`src/rtl/crc_serial_codec.sv`:
```
// Bit-serial CRC generator/checker, MSB first, with valid/ready handshakes on both sides.
// Generate mode appends the computed CRC; check mode reports the syndrome against crc_in.
module crc_serial_codec #(
    parameter int unsigned DATA_W = 10,
    parameter int unsigned CRC_W  = 5,
    parameter logic [31:0] POLY   = 32'h15,
    parameter logic [31:0] INIT   = 32'h0
) (
    input  logic                      clk,
    input  logic                      rst_n,
    input  logic                      clr,
    input  logic                      in_valid,
    output logic                      in_ready,
    input  logic                      mode,
    input  logic [DATA_W-1:0]         data_in,
    input  logic [CRC_W-1:0]          crc_in,
    output logic                      out_valid,
    input  logic                      out_ready,
    output logic                      out_mode,
    output logic [DATA_W+CRC_W-1:0]   data_out,
    output logic [CRC_W-1:0]          crc_out,
    output logic                      crc_err
);

    localparam int unsigned CNT_W = $clog2(DATA_W + 1);
    localparam logic [CRC_W-1:0] POLY_C = POLY[CRC_W-1:0];
    localparam logic [CRC_W-1:0] INIT_C = INIT[CRC_W-1:0];

    typedef enum logic [1:0] {StIdle, StCalc, StDone} state_e;

    state_e                    state_q, state_d;
    logic [DATA_W-1:0]         data_q, data_d;
    logic [DATA_W-1:0]         shift_q, shift_d;
    logic [CRC_W-1:0]          crc_in_q, crc_in_d;
    logic [CRC_W-1:0]          crc_q, crc_d;
    logic                      mode_q, mode_d;
    logic [CNT_W-1:0]          cnt_q, cnt_d;
    logic                      out_mode_q, out_mode_d;
    logic [DATA_W+CRC_W-1:0]   data_out_q, data_out_d;
    logic [CRC_W-1:0]          crc_out_q, crc_out_d;
    logic                      crc_err_q, crc_err_d;

    logic                      fb;
    logic [CRC_W-1:0]          crc_step;

    // Augmented-division step; the shift by one also covers CRC_W == 1, where it yields fb.
    always_comb begin
        fb       = crc_q[CRC_W-1] ^ shift_q[DATA_W-1];
        crc_step = (crc_q << 1) ^ (fb ? POLY_C : '0);
    end

    always_comb begin
        state_d    = state_q;
        data_d     = data_q;
        shift_d    = shift_q;
        crc_in_d   = crc_in_q;
        crc_d      = crc_q;
        mode_d     = mode_q;
        cnt_d      = cnt_q;
        out_mode_d = out_mode_q;
        data_out_d = data_out_q;
        crc_out_d  = crc_out_q;
        crc_err_d  = crc_err_q;

        // Abort keeps the last presented result registers untouched.
        if (clr) begin
            state_d = StIdle;
        end else begin
            case (state_q)
                StIdle: begin
                    if (in_valid) begin
                        data_d   = data_in;
                        shift_d  = data_in;
                        crc_in_d = crc_in;
                        mode_d   = mode;
                        crc_d    = INIT_C;
                        cnt_d    = CNT_W'(DATA_W);
                        state_d  = StCalc;
                    end
                end
                StCalc: begin
                    crc_d   = crc_step;
                    shift_d = shift_q << 1;
                    cnt_d   = cnt_q - CNT_W'(1);
                    if (cnt_q == CNT_W'(1)) begin
                        out_mode_d = mode_q;
                        crc_out_d  = mode_q ? (crc_step ^ crc_in_q) : crc_step;
                        data_out_d = {data_q, (mode_q ? crc_in_q : crc_step)};
                        crc_err_d  = mode_q && (crc_step != crc_in_q);
                        state_d    = StDone;
                    end
                end
                StDone: begin
                    if (out_ready) begin
                        state_d = StIdle;
                    end
                end
                default: state_d = StIdle;
            endcase
        end
    end

    always_ff @(posedge clk or negedge rst_n) begin
        if (!rst_n) begin
            state_q    <= StIdle;
            data_q     <= '0;
            shift_q    <= '0;
            crc_in_q   <= '0;
            crc_q      <= '0;
            mode_q     <= 1'b0;
            cnt_q      <= '0;
            out_mode_q <= 1'b0;
            data_out_q <= '0;
            crc_out_q  <= '0;
            crc_err_q  <= 1'b0;
        end else begin
            state_q    <= state_d;
            data_q     <= data_d;
            shift_q    <= shift_d;
            crc_in_q   <= crc_in_d;
            crc_q      <= crc_d;
            mode_q     <= mode_d;
            cnt_q      <= cnt_d;
            out_mode_q <= out_mode_d;
            data_out_q <= data_out_d;
            crc_out_q  <= crc_out_d;
            crc_err_q  <= crc_err_d;
        end
    end

    assign in_ready  = (state_q == StIdle);
    assign out_valid = (state_q == StDone);
    assign out_mode  = out_mode_q;
    assign data_out  = data_out_q;
    assign crc_out   = crc_out_q;
    assign crc_err   = crc_err_q;

endmodule
```
`config.mk`:
```
export PLATFORM = sky130hd
export DESIGN_NAME = crc_serial_codec
export DESIGN_NICKNAME = d
export VERILOG_FILES = /design/src/rtl/crc_serial_codec.sv
export SDC_FILE = /design/constraint.sdc
export NUM_CORES = 1
export LEC_CHECK = 0
export ABC_AREA = 1
export CAP_MARGIN = 10
export CORE_MARGIN = 2
export CORE_UTILIZATION = 45
export CTS_CLUSTER_SIZE = 24
export DETAILED_ROUTE_END_ITERATION = 6
export GPL_TIMING_DRIVEN = 0
export PLACE_DENSITY = 0.7
export SLEW_MARGIN = 20
export SYNTH_ARGS = -nofsm -noshare
export SYNTH_HDL_FRONTEND = slang
export SYNTH_SLANG_ARGS = --single-unit
export TNS_END_PERCENT = 5
```
`constraint.sdc`:
```
create_clock -name clk -period 3.4 [get_ports clk]
set_input_delay 0.34 -clock clk [delete_from_list [all_inputs] [get_ports clk]]
set_output_delay 0.34 -clock clk [all_outputs]
set_load 0.02 [all_outputs]
```
==> results of run 1 <==
[power groups by stage]
stage	Clock (mW)	Sequential, mW	Combinational, mW
2_1_floorplan	0	0.887	0.246
3_3_place_gp	0	0.877	0.383
3_5_place_dp	0	0.882	0.396
4_1_cts	0.782	0.869	0.400
5_1_grt	0.815	0.883	0.457
6_report	0.779	0.869	0.399
[layer usage]
metal,vias to the layer above,GRT usage (%)
met4,0,11.7
met1,1005,27.0
li1,1020,-
met2,64,34.3
met5,-,0
met3,13,4.55
[cell families after synthesis]
group	share of synthesized area, %
AO/OA/AOI/OAI	13.0
adder cells (fa/ha/maj)	0.983
flip-flops	58.0
AND/OR/NAND/NOR	20.0
buffers and inverters	8.01
[synthesized netlist by cell type]
master,number,area share [%]
nand3_2,1,0.39
dfrtp_1,59,58
o22ai_1,4,0.98
buf_2,4,0.79
o211ai_1,3,0.88
ha_1,2,0.98
nor2_4,4,1.8
inv_2,3,0.44
o221ai_1,9,3.1
o21ai_1,12,2.4
nor2_2,3,0.74
inv_1,37,5.5
nand2_1,75,11
nand3_1,17,3.3
nand2_2,2,0.49
o31ai_1,1,0.30
buf_4,3,0.88
a31oi_1,2,0.49
buf_6,1,0.44
nor3_1,2,0.39
o21ai_0,19,3.7
nor2_1,6,0.88
a21oi_1,6,1.2
nand2_4,2,0.88
[timing repair]
item                       CTS  global route
setup endpoints to repair    0             0
hold buffers                 1             0
hold endpoints to repair    13             0
[worst max path at each step]
stage,from,endpoint,slack (ns)
final,state_q[1],out_valid,1.47
after global routing,state_q[1],out_valid,1.36
after CTS,state_q[1],out_valid,1.45
after detailed placement,clr,data_q[7],1.56
after global placement,rst_n,data_out[4],0.15
after floorplan,state_q[1],shift_q[7],2.02
[through the flow]
step | hold WS, ns | utilization [%] | power, mW | area [sq um] | cells
6_report | 0.375 | 61.3 | 2.05 | 3360 | 411
5_1_grt | 0.390 | 61.3 | 2.15 | 3360 | 411
2_1_floorplan | 0.0444 | - | 1.13 | 2540 | 277
3_3_place_gp | 0.466 | 56.2 | 1.26 | 3080 | 393
3_5_place_dp | 0.208 | 56.7 | 1.28 | 3100 | 394
4_1_cts | 0.379 | 61.3 | 2.05 | 3360 | 411
[final cells by class]
type	count	area share [%]
multi-input combinational	170	25.8
inverter	40	4.47
clock buffer	13	5.33
tap	72	2.68
timing repair buffer	46	14.2
sequential	59	44.0
clock inverter	3	2.01
buffer	8	1.60
[critical path: stages (launching register included)]
cell             delay [ns]
dfrtp_1                0.44
inv_2                  0.06
nor2_1                 0.13
clkdlybuf4s50_1        0.63
[state kept, by name, summed over array words and instances, names as in the netlist]
name and cells:
state_q 2, crc_in_q 5, crc_out 5, crc_err 1, crc_q 5, data_q 10, shift_q 10, mode_q 1
data_out 15, cnt_q 4, out_mode 1
==> key figures, run 1 <==
Placement
  • DP Worst Slack: 1.56 ns
  • Routability Congestion: 0.840
  • Port-buffer cells: 44
  • Final HPWL DP: 4050 um

Clock network
  • CTS tree: done
  • Post-CTS Repair Setup Buffers: 0
  • Clock transition at the registers of the reported paths: 0.07 ns
  • Clock tree sinks: 59
  • Number of gates resized after cts: 0
  • TritonCTS buffer count: 9
  • Worst-Skew Late Latency: 0.35 ns
  • CTS HTree Levels: 3
  • Clock buffer depth: 2
  • Clock root buffer: clkbuf_8

Floorplanning
  • Die Ht: 79.2 um
  • Die area: 0.00627 sq mm
  • DIE WIDTH: 79.2 um
  • Io pins: 45
  • Core ar.: 0.00547 sq mm
  • Num rows: 27
  • Initial Utilization: 46.5%

Logic synthesis
  • Sequential-to-total area share from yosys stat: 58.0%
  • Syn. warnings: 0
  • Avg Cell Area, Syn: 9.19 sq um
  • Cell Area, Synth: 0.00254 sq mm
  • Unique masters post-synth: 24
  • Syn Inst Count: 277
  • Flops & latches, synth: 59
  • Synthesized Nets: 300

Routing
  • Antenna-violating nets left: 0
  • Per-cell routed wire length: 14.1 um
  • Met3 WL: 314 um
  • Vias: 2,102
  • Initial DRC Count: 115
  • Top Layer Used: met4
  • Total routed wirelength: 5800 um
  • DRC viols: 0
  • Pre-antenna DRT Iters: 4
  • Metal1 wirelength: 2620 um
  • Via density: 5.11
  • Met2 WL post-DR: 2710 um

Power
  • Sw power: 0.588 mW
  • LEAKAGE: 1.58 nW
  • Comb power frac: 19.5%
  • P per Cell Area: 610 mW/mm^2
  • Sw frac: 28.7%
  • Power share of the sequential group: 42.5%
  • Pint: 1.46 mW
  • Clk pwr share: 38.1%
  • Max VDD drop: 344 uV

STA
  • Setup TNS Final: 0 ns
  • RSZ-0062 raised after global routing: no
  • Fin worst setup slack: 1.47 ns
  • Fin crit period: 1.93 ns
  • Setup-violating endpoint count in the final report: 0
  • Slew HR: 83.4%
  • Max Freq: 517 MHz
  • Slew Limit Fails: 0
  • Slew @ Worst Pin: 0.248 ns
  • Layout Skew: 0.00722 ns
  • Final hold vios: 0
  • Final cycle utilization of the critical path: 56.9%

Finish
  • Commonest non-fill, non-tap cell in the layout: nand2_1
  • Area growth syn-to-layout: 31.9%
  • Ratio of cells with drive above 1 in the final layout: 12.1%
  • Commonest cells after routing, fill and taps aside: nand2_1 (75), dfrtp_1 (59), clkdlybuf4s50_1 (43)
  • Area of the multi-input gates: 865 sq um
  • Antenna Cells: 0
  • # nets final: 357
  • Seq. cell area: 0.00148 sq mm
  • Layout filler cell count: 488

Global routing
  • First-pass GRT wire length: 10,000 um
  • Vias in the first global route: 2,167
  • Gr usage total: 21.4%
  • Initial antenna violation count: 0
  • GR Overflow Total: 0
  • Largest net degree at the start of global routing: 47

Setup path
  • Reg2reg end: crc_out[0]
  • Worst path arrival time: 1.59 ns
  • Critical Path Source Type: flop
  • Crit Path Category: flop to output port
  • Crit. End Element: output port
  • Reg-to-Reg Start: cnt_q[1]
  • Reg-to-reg slack, setup: 1.78 ns
  • Cells on worst reg2reg path: 8
  • Worst EP required: 3.06 ns
  • Maximum fanout along the worst path: 3

Run
  • Max_cap viols: 0

Run status
  • Outcome: finished clean

Worst hold path
  • Hold WC Path Type: input port to async pin
Power figures use the tool's default switching activity.
==> inputs of run 2 (changes only) <==
- clock period: 3.4 -> 2.01 ns (I/O delays scaled with it)
==> results of run 2 <==
The final DEF is identical to that of run 1. Status: finished clean.
Main changes from that run: setup slack after placement 1.56 ns -> 0.313 ns; setup slack after layout 1.47 ns -> 0.216 ns; hold slack 0.375 ns -> 0.236 ns; register-to-register setup slack 1.78 ns -> 0.39 ns; total power 2.05 mW -> 3.46 mW; worst IR drop on VDD 344 uV -> 582 uV
